--- src/rtl/op_pkg.sv ---
// Shared opcode definitions for the op_code issuer and decoder.
// Holds the encoding table plus encode/decode helpers.
package op_pkg;

    typedef logic [3:0] op_code_t;
    typedef logic [1:0] source_t;

    localparam op_code_t OP_NOP     = 4'b0000;
    localparam op_code_t OP_WRITE_A = 4'b0001;
    localparam op_code_t OP_WRITE_B = 4'b0010;
    localparam op_code_t OP_READ_C  = 4'b1011;

    typedef struct packed {
        logic     legal;
        op_code_t code;
    } enc_t;

    typedef struct packed {
        logic    valid;
        logic    write;
        source_t source;
    } dec_t;

    // Unknown bits never match an item, so they fall into the illegal default.
    function automatic enc_t op_encode(logic write, source_t source);
        enc_t r;
        r.legal = 1'b1;
        r.code  = OP_NOP;
        case ({write, source})
            3'b100:  r.code = OP_WRITE_A;
            3'b110:  r.code = OP_WRITE_B;
            3'b011:  r.code = OP_READ_C;
            default: r.legal = 1'b0;
        endcase
        return r;
    endfunction

    function automatic dec_t op_decode(op_code_t code);
        dec_t r;
        r = '0;
        case (code)
            OP_WRITE_A: r = '{valid: 1'b1, write: 1'b1, source: 2'b00};
            OP_WRITE_B: r = '{valid: 1'b1, write: 1'b1, source: 2'b10};
            OP_READ_C:  r = '{valid: 1'b1, write: 1'b0, source: 2'b11};
            default:    r = '0;
        endcase
        return r;
    endfunction

endpackage

--- src/rtl/op_fifo.sv ---
// Small synchronous FIFO; control state is reset, storage is not.
// Simultaneous push and pop keeps count and advances both pointers.
module op_fifo #(
    parameter int WIDTH = 4,
    parameter int DEPTH = 4
) (
    input  logic                       clk,
    input  logic                       rst,
    input  logic                       push,
    input  logic [WIDTH-1:0]           din,
    input  logic                       pop,
    output logic [WIDTH-1:0]           dout,
    output logic                       full,
    output logic                       empty,
    output logic [$clog2(DEPTH):0]     count
);

    localparam int AW = $clog2(DEPTH);

    logic [WIDTH-1:0] mem [DEPTH];
    logic [AW-1:0]    rd_q, rd_d, wr_q, wr_d;
    logic [AW:0]      cnt_q, cnt_d;
    logic             push_ok, pop_ok;

    assign full    = (cnt_q == (AW+1)'(DEPTH));
    assign empty   = (cnt_q == '0);
    assign count   = cnt_q;
    assign dout    = mem[rd_q];
    assign push_ok = push & ~full;
    assign pop_ok  = pop & ~empty;

    always_comb begin
        rd_d  = rd_q;
        wr_d  = wr_q;
        cnt_d = cnt_q;
        if (push_ok) wr_d = wr_q + 1'b1;
        if (pop_ok)  rd_d = rd_q + 1'b1;
        case ({push_ok, pop_ok})
            2'b10:   cnt_d = cnt_q + 1'b1;
            2'b01:   cnt_d = cnt_q - 1'b1;
            default: cnt_d = cnt_q;
        endcase
    end

    always_ff @(posedge clk or posedge rst) begin
        if (rst) begin
            rd_q  <= '0;
            wr_q  <= '0;
            cnt_q <= '0;
        end else begin
            rd_q  <= rd_d;
            wr_q  <= wr_d;
            cnt_q <= cnt_d;
        end
    end

    always_ff @(posedge clk) begin
        if (push_ok) mem[wr_q] <= din;
    end

endmodule

--- src/rtl/op_code_issuer.sv ---
// Encodes (write, source) requests into op_codes and issues them in order
// through a FIFO; illegal requests are dropped, flagged and counted.
module op_code_issuer
    import op_pkg::*;
#(
    parameter int DEPTH = 4,
    parameter int CNT_W = 8
) (
    input  logic             clk,
    input  logic             rst,
    input  logic             req_valid,
    output logic             req_ready,
    input  logic             req_write,
    input  logic [1:0]       req_source,
    output logic             op_valid,
    input  logic             op_ready,
    output logic [3:0]       op_code,
    output logic             err,
    output logic [CNT_W-1:0] err_count
);

    localparam int CW = $clog2(DEPTH) + 1;

    enc_t             enc;
    logic             accept, push, pop;
    logic             fifo_full, fifo_empty;
    logic [CW-1:0]    fifo_cnt;
    op_code_t         fifo_dout;
    logic             err_q, err_d;
    logic [CNT_W-1:0] cnt_q, cnt_d;

    assign enc       = op_encode(req_write, source_t'(req_source));
    assign req_ready = (fifo_cnt != CW'(DEPTH));
    assign accept    = req_valid & req_ready;
    assign push      = accept & enc.legal & ~fifo_full;
    assign op_valid  = ~fifo_empty;
    assign pop       = op_valid & op_ready;
    assign op_code   = op_valid ? fifo_dout : OP_NOP;

    op_fifo #(
        .WIDTH (4),
        .DEPTH (DEPTH)
    ) u_fifo (
        .clk   (clk),
        .rst   (rst),
        .push  (push),
        .din   (enc.code),
        .pop   (pop),
        .dout  (fifo_dout),
        .full  (fifo_full),
        .empty (fifo_empty),
        .count (fifo_cnt)
    );

    always_comb begin
        err_d = accept & ~enc.legal;
        cnt_d = cnt_q;
        if (err_d && (cnt_q != '1)) cnt_d = cnt_q + 1'b1;
    end

    always_ff @(posedge clk or posedge rst) begin
        if (rst) begin
            err_q <= 1'b0;
            cnt_q <= '0;
        end else begin
            err_q <= err_d;
            cnt_q <= cnt_d;
        end
    end

    assign err       = err_q;
    assign err_count = cnt_q;

endmodule
--- config.mk ---
export PLATFORM = sky130hd
export DESIGN_NAME = op_code_issuer
export DESIGN_NICKNAME = d
export VERILOG_FILES = /design/src/rtl/op_pkg.sv /design/src/rtl/op_fifo.sv /design/src/rtl/op_code_issuer.sv
export SDC_FILE = /design/constraint.sdc
export NUM_CORES = 1
export LEC_CHECK = 0
export ABC_AREA = 1
export BUFFER_PORTS_ARGS = -buffer_cell sky130_fd_sc_hd__buf_2
export CAP_MARGIN = 5
export CORE_MARGIN = 10
export CORE_UTILIZATION = 52
export CTS_BUF_LIST = sky130_fd_sc_hd__clkbuf_4
export DETAILED_ROUTE_END_ITERATION = 12
export PLACE_DENSITY_LB_ADDON = 0.2
export SYNTH_ARGS = -nofsm -noshare
export SYNTH_HDL_FRONTEND = slang
export SYNTH_SLANG_ARGS = --single-unit
export TNS_END_PERCENT = 100
--- constraint.sdc ---
create_clock -name clk -period 3.5 [get_ports clk]
set_clock_uncertainty 0.2 [all_clocks]
set_input_delay 0.175 -clock clk [delete_from_list [all_inputs] [get_ports clk]]
set_output_delay 0.175 -clock clk [all_outputs]
set_load 0.02 [all_outputs]
==> Word-level counts from Yosys, hierarchy flattened <==
Memories as Yosys holds them, arrays and structs flattened.
Index checks and enable logic that the tools add are counted.
{ "op_classes": {"muxes": 6, "add_sub_neg": 5, "n_bitwise": 10, "n_eq_ne": 8, "reduce_logical": 4} }
{ "op_table": {"columns": ["cell", "count"], "rows": [
  ["$pmux 4 s3", 1],
  ["$eq 3x3->1 const B", 3],
  ["$add 8x1->8 const B", 1],
  ["$ne 8x8->1 const B", 1],
  ["$and 1x1->1", 7],
  ["$pmux 3 s2", 1],
  ["$add 2x1->2 const B", 2],
  ["$mux 4", 1],
  ["$add 3x1->3 const B", 1],
  ["$eq 3x2->1 const B", 1],
  ["$logic_not 3->1", 1],
  ["$mux 1", 3],
  ["$ne 3x3->1 const B", 1],
  ["$not 1->1", 3],
  ["$reduce_or 3->1", 1],
  ["$sub 3x1->3 const B", 1],
  ["$eq 2x1->1 const B", 1],
  ["$eq 2x2->1 const B", 1],
  ["$reduce_bool 2->1", 1],
  ["$logic_and 1x1->1", 1]
]} }
{ "totals": {"wordCells": 39, "regBits": 16, "mem_bits_rw": 16, "in_bits": 7, "out_inout_bits": 15, "mem_count": 1} }
{ "memory_table": {"columns": ["name", "depth", "width", "rd", "rd_ports_with_merged_regs", "write_ports", "line_no", "rtl"], "rows": [
  ["u_fifo.mem", 4, 4, 1, 0, 1, "op_fifo.sv:20", "logic [WIDTH-1:0] mem [DEPTH];"]
]} }

==> Logic depth before layout (Yosys ltp) <==
Gate-level depths: netlist (run 1).
{ "depth": {"word_depth": 8, "mapped_depth": 10, "ltp_nobuf": 10} }

==> By module <==
Synthesis (run 1) repeated with hierarchy kept, for this count alone.
{ "hier_totals": {"hier_cells": 215, "area_unflattened_um2": 1796.7} }
{ "modules_own_cells": {"columns": ["mod", "area_each_um2", "seq_area_each_um2", "instances", "cells_each"], "rows": [
  ["op_fifo", 1107.3, 655.6, 1, 108],
  ["op_code_issuer", 689.4, 225.2, 1, 107]
]} }

==> Worst setup path before layout (run 1) <==
Ideal clock, no wire load.
{ "synth_timing": {"path_kind": "reg2reg", "from": "register u_fifo.cnt_q[0] (netlist: u_fifo.count[0])", "to": "register u_fifo.cnt_q[2] (netlist: u_fifo.count[2])", "period_less_slack_ps": 2110, "t_required_ps": 3169, "t_arrival_ps": 1780, "path_buffers": 0, "path_slack_ps": 1390, "stages_incl_launch_ff": 10, "setup_time_ps": 131, "cell_sequence": "dfrtp_1 -> nor2_1 -> nand2_2 -> nand3_2 -> ha_1 -> inv_1 -> fa_1 -> a21oi_1 -> o21ai_0 -> xor2_1"} }
{ "synth_between": {"elab_chain_cells": 7, "elab_cells_between_ends": 17, "classes_between": "add/sub (2); eq/ne (4); mux (1); bitwise (8); reduce/logical (2)"} }
{ "synth_lines": {"columns": ["item", "line_no", "rtl"], "rows": [
  ["start, declared", "op_fifo.sv:22", "logic [AW:0] cnt_q, cnt_d;"],
  ["start signal, assigned", "op_fifo.sv:53", "cnt_q <= cnt_d;"],
  ["$ne 3x3->1 *", "op_code_issuer.sv:33", "assign req_ready = (fifo_cnt != CW'(DEPTH));"],
  ["via req_ready", "op_code_issuer.sv:12", "output logic req_ready,"],
  ["$and 1x1->1 *", "op_code_issuer.sv:34", "assign accept = req_valid & req_ready;"],
  ["$and 1x1->1 * (2 in a row)", "op_code_issuer.sv:35", "assign push = accept & enc.legal & ~fifo_full;"],
  ["$and 1x1->1 *", "op_fifo.sv:29", "assign push_ok = push & ~full;"],
  ["$eq 2x1->1 / $eq 2x2->1 (equally long branches)", "op_fifo.sv:38", "case ({push_ok, pop_ok})"],
  ["$pmux 3 s2 / $reduce_bool 2->1 (equally long branches)", null, null]
]} }
The timed path passes the listed nets; every way through them passes the cells marked *.
A chain may end at the register's enable or synchronous reset.

==> Worst setup path in the final report (run 1) <==
{ "layout_timing": {"from": "register u_fifo.cnt_q[0] (netlist: u_fifo.count[0])", "to": "register u_fifo.cnt_q[2] (netlist: u_fifo.count[2])"} }
{ "layout_between": {"elab_chain_cells": 7, "elab_cells_between_ends": 17, "classes_between": "add/sub (2); eq/ne (4); mux (1); bitwise (8); reduce/logical (2)"} }
{ "layout_lines": {"columns": ["item", "line_no"], "rows": [
  ["$ne 3x3->1", "op_code_issuer.sv:33"],
  ["$and 1x1->1", "op_code_issuer.sv:34"],
  ["$and 1x1->1 (2 in a row)", "op_code_issuer.sv:35"],
  ["$and 1x1->1", "op_fifo.sv:29"],
  ["$eq 2x1->1 / $eq 2x2->1 (equally long branches)", "op_fifo.sv:38"],
  ["$pmux 3 s2 / $reduce_bool 2->1 (equally long branches)", null]
]} }
Several ways; a longest one is shown, not always the timed one.

==> results.sh, run 1 <==
export IMPL_setup_worst_path_end="u_fifo.count[2]"
export IMPL_max_vdd_ir_drop_v=0.000500
export IMPL_syn_area_per_cell_um2=8.95
export IMPL_num_vias=1100
export IMPL_die_area_um2=5420
export IMPL_totalWireLength_um=2790
export IMPL_tritoncts="done"
export IMPL_grt_start_max_net_pins=17
export IMPL_die_x_um=73.6
export IMPL_grt_pass1_wl_um=4840
export IMPL_reg2reg_depth=9
export IMPL_grt_remaining_overflow=0
export IMPL_yosysTopAreaCellShare_pct=26.8
export IMPL_firstDrtPassIters=4
export IMPL_hold_start="op_ready"
export IMPL_rr_startpoint="u_fifo.count[0]"
export IMPL_core_area_um2=2760
export IMPL_hold_viol=0
export IMPL_cts_buffer_depth=2
export IMPL_hp_class="input port to flop"
export IMPL_htreeDepth=1
export IMPL_maxCapViolCount=0
export IMPL_critical_path_required_ps=3510
export IMPL_via_per_inst=4.98
export IMPL_pin_count=22
export IMPL_cts_root_buffer="clkbuf_4"
export IMPL_drtIter0Drc=36
export IMPL_leakagePower_nw=0.853
export IMPL_io_buffers=20
export IMPL_nets=205
export IMPL_regToRegSetupSlack_ps=1320
export IMPL_drc=0
export IMPL_startpoint="u_fifo.count[0]"
export IMPL_syn_nets=181
export IMPL_finalMaxSlewViolations=0
export IMPL_syn2layout_area_growth_pct=10.8
export IMPL_end_kind="flop"
export IMPL_post_place_ws_ps=1320
export IMPL_power_density_nw_per_um2=698
export IMPL_wl_met2_um=1470
export IMPL_crit_type="flop to flop"
export IMPL_synth_area_leaders="dfrtp_1 27%, edfxtp_1 24%, nand2_1 8.3%"
export IMPL_n_antenna_cell=0
export IMPL_synth_top_cell_by_area="dfrtp_1"
export IMPL_wl_met3_um=97
export IMPL_drive_above_1_share_pct=17.4
export IMPL_cts_inserted_buffers=3
export IMPL_syn_inst=167
export IMPL_cp_max_fo=8
export IMPL_place_gp_congestion=0.792
export IMPL_rows=19
export IMPL_r2r_end="u_fifo.count[2]"
export IMPL_drt_met1_wl_um=1170
export IMPL_outcome="finished, final reports clean"
export IMPL_start_util_pct=54.2
export IMPL_worstSetupStartpointType="flop"
export IMPL_tightest_slew_ps=633
export IMPL_grt_pass1_vias=1152
export IMPL_cts_resized=0
export IMPL_post_route_min_period_ps=2180
export IMPL_synth_cell_types=23
export IMPL_max_freq_ghz=0.458
export IMPL_period_share_pct=62.4
export IMPL_final_setup_worst_slack_ps=1320
export IMPL_worstPathArrival_ps=2200
export IMPL_post_drt_wl_per_cell_um=12.6
export IMPL_syn_cell_area_um2=1500
export IMPL_rsz0062_at_grt="no"
export IMPL_ys_seq_area_share_pct=50.9
export IMPL_fp_dieH_um=73.6
export IMPL_antenna_found_initial=0
export IMPL_setup_viol_count_final=0
export IMPL_dp_hpwl_um=2230
export IMPL_ant_nets=0
export IMPL_tns_ps=0
export IMPL_clock_latency_ps=310
export IMPL_clk_pin_slew_ps=140
export IMPL_ys_seq_elements=28
export IMPL_max_slew_margin_pct=57.8
export IMPL_track_usage_pct=10.9
export IMPL_highest_layer="met4"
export IMPL_cts_sinks=28
export IMPL_yosys_warnings=0
## kinds of logic (layout without fill, tap and decap cells)
| family | count (synthesis) | in the layout | share of synthesized area [%] |
|---|---|---|---|
| buffers and inverters | 28 | 51 | 7.87 |
| AO/OA/AOI/OAI | 17 | 17 | 6.02 |
| AND/OR/NAND/NOR | 82 | 82 | 26.3 |
| flip-flops | 28 | 28 | 50.9 |
| other | 1 | 1 | 0.251 |
| adder cells (fa/ha/maj) | 7 | 7 | 6.36 |
| XOR/XNOR | 4 | 4 | 2.34 |
## per-stage QoR
step | power (mW) | cell area, µm² | std cells | utilization [%] | hold WS (ps)
2_1_floorplan | 0.892 | 1500 | 167 | - | -111
3_3_place_gp | 1.01 | 1610 | 215 | 58.4 | 76.9
3_5_place_dp | 1.04 | 1610 | 215 | 58.4 | 89.2
4_1_cts | 1.17 | 1660 | 221 | 60.1 | 5.41
5_1_grt | 1.27 | 1660 | 221 | 60.1 | 21.9
6_report | 1.16 | 1660 | 221 | 60.1 | 6.72
## registers in the layout (all words and copies together), names as in the netlist
register and flops:
err_count 8, u_fifo.mem 12, err 1, u_fifo.wr_q 2
u_fifo.rd_q 2, u_fifo.count 3
## what timing repair did
action | in CTS | in global routing
hold buffers | 2 | 0
endpoints found under the hold margin | 17 | 0
setup buffers | 0 | 0
## synthesized netlist by cell type
library cell / instances
a21oi_1: 4
buf_2: 1
buf_4: 1
buf_6: 1
conb_1: 1
dfrtp_1: 16
edfxtp_1: 12
fa_1: 1
ha_1: 6
inv_1: 25
nand2_1: 33
nand2_2: 4
nand2_4: 1
nand3_1: 13
nand3_2: 2
nand3b_1: 2
nand3b_4: 1
nor2_1: 24
nor2_4: 2
o21ai_0: 11
o21bai_1: 2
xnor2_1: 1
xor2_1: 3
## per-layer routing
| layer | vias to the layer above | GRT usage, % |
|---|---|---|
| li1 | 572 | - |
| met1 | 510 | 11.5 |
| met2 | 14 | 20.3 |
| met3 | 4 | 2.42 |
| met4 | 0 | 4.35 |
| met5 | - | 0 |
## how the worst min path moves through the flow
stage	to	slack, ps	cells past startpoint
2_1_floorplan	err	-110	1
3_3_place_gp	err	80	2
3_5_place_dp	u_fifo.count[0]	90	2
4_1_cts	u_fifo.rd_q[0]	5	4
5_1_grt	u_fifo.rd_q[0]	20	4
6_report	u_fifo.rd_q[0]	7	4
## final cells by class
| type | count | area [µm²] |
|---|---|---|
| Clock buffer | 3 | 22.5 |
| Fill cell | 235 | 1100 |
| Inverter | 25 | 93.8 |
| Tap cell | 31 | 38.8 |
| Sequential cell | 28 | 761 |
| Timing Repair Buffer | 22 | 120 |
| Clock inverter | 1 | 3.75 |
| Multi-Input combinational cell | 111 | 617 |
## placed cells by master (no fill, tap or decap), drive strengths merged, types with 3 or more instances in the layout
cell type,n
xor2,3
edfxtp,12
nor2,26
buf,20
nand3b,3
o21ai,11
dfrtp,16
clkbuf,3
nand2,38
inv,25
nand3,15
ha,6
a21oi,4
## critical path, cell delays in order (launching register included)
cell     delay, ps
dfrtp_1        440
nor2_1         190
nand2_2        100
nand3_2        160
ha_1           170
inv_1           60
fa_1           370
a21oi_1        140
o21ai_0        110
xor2_1         150
## report_power, final
part | leakage, nW | internal [mW] | switching (mW)
Sequential | 0.313 | 0.425 | 0.0904
Combinational | 0.524 | 0.183 | 0.328
Clock | 0.0154 | 0.0417 | 0.0890
Note: power is estimated with default switching activity, not from simulation.
==> inputs of run 2 (changes only) <==
ABC_AREA = 0   (was 1)
clock period = 2.1 ns   (was 3.5 ns; I/O delays follow)
==> run 2 against run 1 <==
Net effect: the flow now finishes with violations (negative setup slack); area after synthesis down 5.9%; first-iteration DRC count down 28%; register-to-register slack worse by 1400 ps; largest cell class unchanged; combinational power up 78%.
==> results.sh, run 2 <==
export IMPL_outcome="finished with violations"
export IMPL_violations="negative setup slack"
export IMPL_power_density_nw_per_um2=1290
export IMPL_grt_pass1_vias=829
export IMPL_grt_remaining_overflow=0
export IMPL_synth_top_cell_by_area="dfrtp_1"
export IMPL_largest_register_ffs=12
export IMPL_max_vdd_ir_drop_v=0.000841
export IMPL_ys_seq_elements=28
export IMPL_max_freq_ghz=0.452
export IMPL_rsz0062_at_grt="yes"
export IMPL_cts_sinks=28
export IMPL_hold_end="err"
export IMPL_worstSetupStartpointType="flop"
export IMPL_regToRegSetupSlack_ps=-110
export IMPL_post_place_ws_ps=-115
export IMPL_io_buffers=20
export IMPL_finalCoreUtilization_pct=66.2
export IMPL_period_share_pct=105
export IMPL_final_setup_worst_slack_ps=-112
export IMPL_critical_path_required_ps=2160
export IMPL_cts_buffer_depth=2
export IMPL_cp_max_fo=3
export IMPL_synth_cell_types=35
export IMPL_rows=18
export IMPL_grt_start_max_net_pins=17
export IMPL_yosys_warnings=0
export IMPL_leakagePower_nw=0.748
export IMPL_tritoncts="done"
export IMPL_r2r_end="u_fifo.count[2]"
export IMPL_drtIter0Drc=26
export IMPL_yosysTopAreaCellShare_pct=28.5
export IMPL_syn_cell_area_um2=1410
export IMPL_pin_count=22
export IMPL_clock_latency_ps=330
export IMPL_largest_register="u_fifo.mem"
export IMPL_syn_inst=104
export IMPL_hold_viol=0
export IMPL_synth_edf_count=12
export IMPL_die_area_um2=5180
export IMPL_place_gp_congestion=0.794
export IMPL_fp_dieH_um=72.0
export IMPL_num_vias=836
export IMPL_track_usage_pct=10.0
export IMPL_cts_inserted_buffers=3
export IMPL_layout_common_cells="20 x buf_2, 16 x dfrtp_1, 12 x edfxtp_1"
export IMPL_finalMaxSlewViolations=0
export IMPL_layout_commonest_cell="buf_2"
export IMPL_clk_pin_slew_ps=150
export IMPL_hp_class="input port to flop"
export IMPL_syn2layout_area_growth_pct=18.8
export IMPL_post_drt_wl_per_cell_um=15.0
export IMPL_yosysMostFrequentCell="dfrtp_1"
export IMPL_async_reset_ff_share_pct=57.1
export IMPL_tightest_slew_ps=610
export IMPL_holdPathStages=4
export IMPL_final_cells=166
export IMPL_drc=0
export IMPL_synthTopCellsByCount="16 x dfrtp_1, 12 x edfxtp_1, 11 x inv_1, 7 x and2_1"
export IMPL_crit_type="flop to flop"
export IMPL_ys_seq_area_share_pct=54.1
export IMPL_tns_ps=-155
export IMPL_post_route_min_period_ps=2210
export IMPL_reg2reg_depth=10
export IMPL_ant_nets=0
export IMPL_nets=150
export IMPL_maxCapViolCount=0
export IMPL_rr_startpoint="u_fifo.count[1]"
export IMPL_syn_nets=118
export IMPL_place_inst=158
export IMPL_synth_flop_cell="dfrtp_1"
export IMPL_dp_hpwl_um=1850
export IMPL_max_slew_margin_pct=59.3
export IMPL_start_util_pct=55.8
export IMPL_drive_above_1_share_pct=39.3
export IMPL_die_x_um=72.0
export IMPL_end_kind="flop"
export IMPL_cts_root_buffer="clkbuf_4"
export IMPL_synth_area_leaders="dfrtp_1 28%, edfxtp_1 26%, ha_1 5.3%"
export IMPL_via_per_inst=5.04
export IMPL_htreeDepth=1
export IMPL_setup_viol_count_final=2
export IMPL_antenna_found_initial=0
export IMPL_hold_start="req_write"
export IMPL_grt_pass1_wl_um=4170
export IMPL_syn_area_per_cell_um2=13.5
export IMPL_core_area_um2=2520
export IMPL_firstDrtPassIters=3
export IMPL_totalWireLength_um=2480
export IMPL_worstPathArrival_ps=2270
[run 2: cell types whose count changed after synthesis, sizes merged, moves of 4 or more]
cell / previous run / this run
nand2: 38 / 6
nand3: 15 / 1
nor2: 26 / 3
o21ai: 11 / 2
inv: 25 / 11
mux2: 0 / 4
and2: 0 / 8
[run 2: worst max path at each step]
stage,depth (start not counted),slack (ps),from,endpoint
after floorplan,10,-130,u_fifo.count[0],u_fifo.count[2]
after global placement,10,-90,u_fifo.count[1],u_fifo.count[2]
after detailed placement,10,-110,u_fifo.count[1],u_fifo.count[2]
after CTS,10,-130,u_fifo.count[1],u_fifo.count[2]
after global routing,10,-220,u_fifo.count[1],u_fifo.count[2]
final,10,-110,u_fifo.count[1],u_fifo.count[2]
[run 2: repair_timing]
item,CTS,global route
endpoints found under the hold margin,18,0
setup buffers,0,0
resized for setup,1,0
hold buffers,3,0
gates cloned,0,0
endpoints found under the setup margin,2,2
pin swaps,2,0
[run 2: area by class of cell]
| cell class | instances | area, µm² |
|---|---|---|
| Fill cell | 200 | 852 |
| Sequential cell | 28 | 761 |
| Multi-Input combinational cell | 63 | 601 |
| Timing Repair Buffer | 29 | 175 |
| Inverter | 11 | 41.3 |
| Tap cell | 30 | 37.5 |
| Clock inverter | 1 | 30.0 |
| Clock buffer | 3 | 22.5 |
| Antenna cell | 1 | 2.50 |
[run 2: kinds of logic (layout without fill, tap and decap cells)]
logic type                 after synthesis  count (layout)  share of synthesized area (%)
and+or+nand+nor                         31              31                           16.2
AOI/OAI and AO/OA                        5               5                           2.49
adders and majority gates                7               7                           6.76
xor gates and xnor gates                10              10                           6.23
muxes                                    9               9                           10.2
other                                    1               2                          0.267
DFF                                     28              28                           54.1
buffers and inverters                   13              44                           3.74
[run 2: per-stage QoR]
stage	hold WS, ps	power (mW)	area (µm²)
6_report	28.2	2.15	1670
5_1_grt	37.7	2.31	1670
4_1_cts	22.3	2.18	1670
3_5_place_dp	11.6	1.81	1590
3_3_place_gp	5.43	1.78	1590
2_1_floorplan	-181	1.52	1410
[run 2: power breakdown]
group / switching [mW] / total [mW] / internal [mW]
Sequential: 0.164 / 0.889 / 0.725
Combinational: 0.475 / 0.909 / 0.434
Clock: 0.159 / 0.352 / 0.193
[run 2: layer usage]
metal	track usage [%]	up-vias	wire [µm]
li1	-	417	-
met1	12.9	400	1150
met2	14.7	15	1160
met3	3.40	4	126
met4	4.73	0	38
met5	0	-	0
[run 2: worst max-delay path, cell delays in order (launching register included)]
cell and delay [ps]:
dfrtp_1 420, or3b_4 410, nand2_2 70, a21oi_2 40
inv_1 60, ha_2 180, inv_2 40, fa_2 320
xor2_1 140, nor2_1 110, xor2_1 160
==> inputs of run 3 (changes only) <==
CORE_UTILIZATION = 58   (was 52)
==> run 3 against run 2 <==
Net effect: the run still ends with negative setup slack left; clock power shrank 33%; die area shrank 7.5%; cell count shrank 1.2%; first-iteration DRC count shrank 7.7%; count of clock-buffer cells in the layout grew 1; critical path depth is the same; sequential cell count is the same; via count shrank 0.48%; largest power group unchanged.
==> results.sh, run 3 (same netlist as run 2, synthesis figures left out) <==
export IMPL_tritoncts="done"
export IMPL_dp_hpwl_um=1880
export IMPL_crit_type="flop to flop"
export IMPL_antenna_found_initial=0
export IMPL_max_vdd_ir_drop_v=0.000755
export IMPL_totalWireLength_um=2350
export IMPL_leakagePower_nw=0.743
export IMPL_setup_viol_count_final=2
export IMPL_hp_class="input port to flop"
export IMPL_period_share_pct=106
export IMPL_syn2layout_area_growth_pct=17.3
export IMPL_via_per_inst=5.07
export IMPL_n_antenna_cell=0
export IMPL_post_place_ws_ps=-135
export IMPL_drc=0
export IMPL_violations="negative setup slack"
export IMPL_maxCapViolCount=0
export IMPL_grt_remaining_overflow=0
export IMPL_firstDrtPassIters=2
export IMPL_drive_above_1_share_pct=39.7
export IMPL_end_kind="flop"
export IMPL_worstPathArrival_ps=2280
export IMPL_post_drt_wl_per_cell_um=14.3
export IMPL_cts_buffer_depth=2
export IMPL_core_area_um2=2250
export IMPL_drtIter0Drc=24
export IMPL_rsz0062_at_grt="yes"
export IMPL_rows=17
export IMPL_n_fill_cell=174
export IMPL_layout_area_seq_um2=761
export IMPL_die_x_um=69.2
export IMPL_post_route_min_period_ps=2220
export IMPL_track_usage_pct=10.2
export IMPL_cts_inserted_buffers=3
export IMPL_htreeDepth=1
export IMPL_die_area_um2=4790
export IMPL_finalMaxSlewViolations=0
export IMPL_regToRegSetupSlack_ps=-120
export IMPL_pin_count=22
export IMPL_multi_input_area_um2=601
export IMPL_layout_common_cells="20 x buf_2, 16 x dfrtp_1, 12 x edfxtp_1"
export IMPL_final_setup_worst_slack_ps=-122
export IMPL_clk_pin_slew_ps=140
export IMPL_start_util_pct=62.4
export IMPL_io_buffers=20
export IMPL_max_freq_ghz=0.450
export IMPL_place_inst=156
export IMPL_outcome="finished with violations"
export IMPL_grt_pass1_wl_um=4110
export IMPL_power_density_nw_per_um2=1240
export IMPL_fp_dieH_um=69.2
export IMPL_nets=151
export IMPL_place_gp_congestion=0.729
export IMPL_final_cells=164
export IMPL_grt_pass1_vias=915
export IMPL_critical_path_required_ps=2160
export IMPL_ant_nets=0
export IMPL_tightest_slew_ps=614
export IMPL_max_slew_margin_pct=59.0
export IMPL_grt_start_max_net_pins=17
export IMPL_layout_commonest_cell="buf_2"
export IMPL_clock_latency_ps=320
export IMPL_largest_register="u_fifo.mem"
export IMPL_num_vias=832
export IMPL_largest_register_ffs=12
export IMPL_worstSetupStartpointType="flop"
export IMPL_cts_sinks=28
export IMPL_cp_max_fo=3
export IMPL_hold_viol=0
export IMPL_cts_root_buffer="clkbuf_4"
-- run 3: final timing paths --
check / from / to / cells after the start
worst max-delay path: u_fifo.count[1] / u_fifo.count[2] / 10
worst min-delay path: req_write / err / 4
worst max register to register: u_fifo.count[1] / u_fifo.count[2] / 10
worst min register to register: err_count[4] / err_count[4] / 1
max in group asynchronous: rst / err_count[1] / 3
min in group asynchronous: rst / u_fifo.count[0] / 3
-- run 3: cell type report --
type | instances | share of cell area (%)
Timing Repair Buffer | 30 | 11.1
Multi-Input combinational cell | 63 | 36.4
Sequential cell | 28 | 46.1
Tap cell | 28 | 2.12
Clock buffer | 4 | 1.82
Inverter | 11 | 2.50
-- run 3: routing by layer --
layer	part of all wire [%]	global-route usage [%]	vias up
li1	-	-	420
met1	44	10.9	391
met2	49	17.6	17
met3	5.4	3.28	4
met4	1.4	4.66	0
met5	0	0	-
-- run 3: stage by stage --
stage               TNS [ps]  power, mW  instance area, µm²  util (%)  hold slack, ps
CTS                     -206       2.05                1640      72.9            29.9
detailed placement      -189       1.81                1580      70.2            13.4
global placement       -61.8       1.77                1580      70.2            1.87
finish                  -173       2.04                1650      73.2            35.1
floorplan               -229       1.52                1410         -            -181
global route            -316       2.20                1650      73.2            31.9
-- run 3: report_power, final --
group | total, mW | leakage (nW) | switching (mW) | internal [mW]
clock network | 0.235 | 0.0184 | 0.148 | 0.0872
logic | 0.923 | 0.423 | 0.477 | 0.446
registers | 0.882 | 0.302 | 0.157 | 0.725
total | 2.04 | 0.743 | 0.782 | 1.26
-- run 3: critical path, cell delays in order (launching register included) --
cell and delay, ps:
dfrtp_1 430, or3b_4 410, nand2_2 70, a21oi_2 40, inv_1 60, ha_2 170
inv_2 40, fa_2 330, xor2_1 160, nor2_1 110, xor2_1 150
-- run 3: timing repair --
action | 4_1_cts | 5_1_grt
hold buffers | 3 | 0
pin swaps | 1 | 0
resized for setup | 1 | 0
setup buffers | 0 | 1
hold endpoints to repair | 18 | 0
endpoints found under the setup margin | 2 | 2
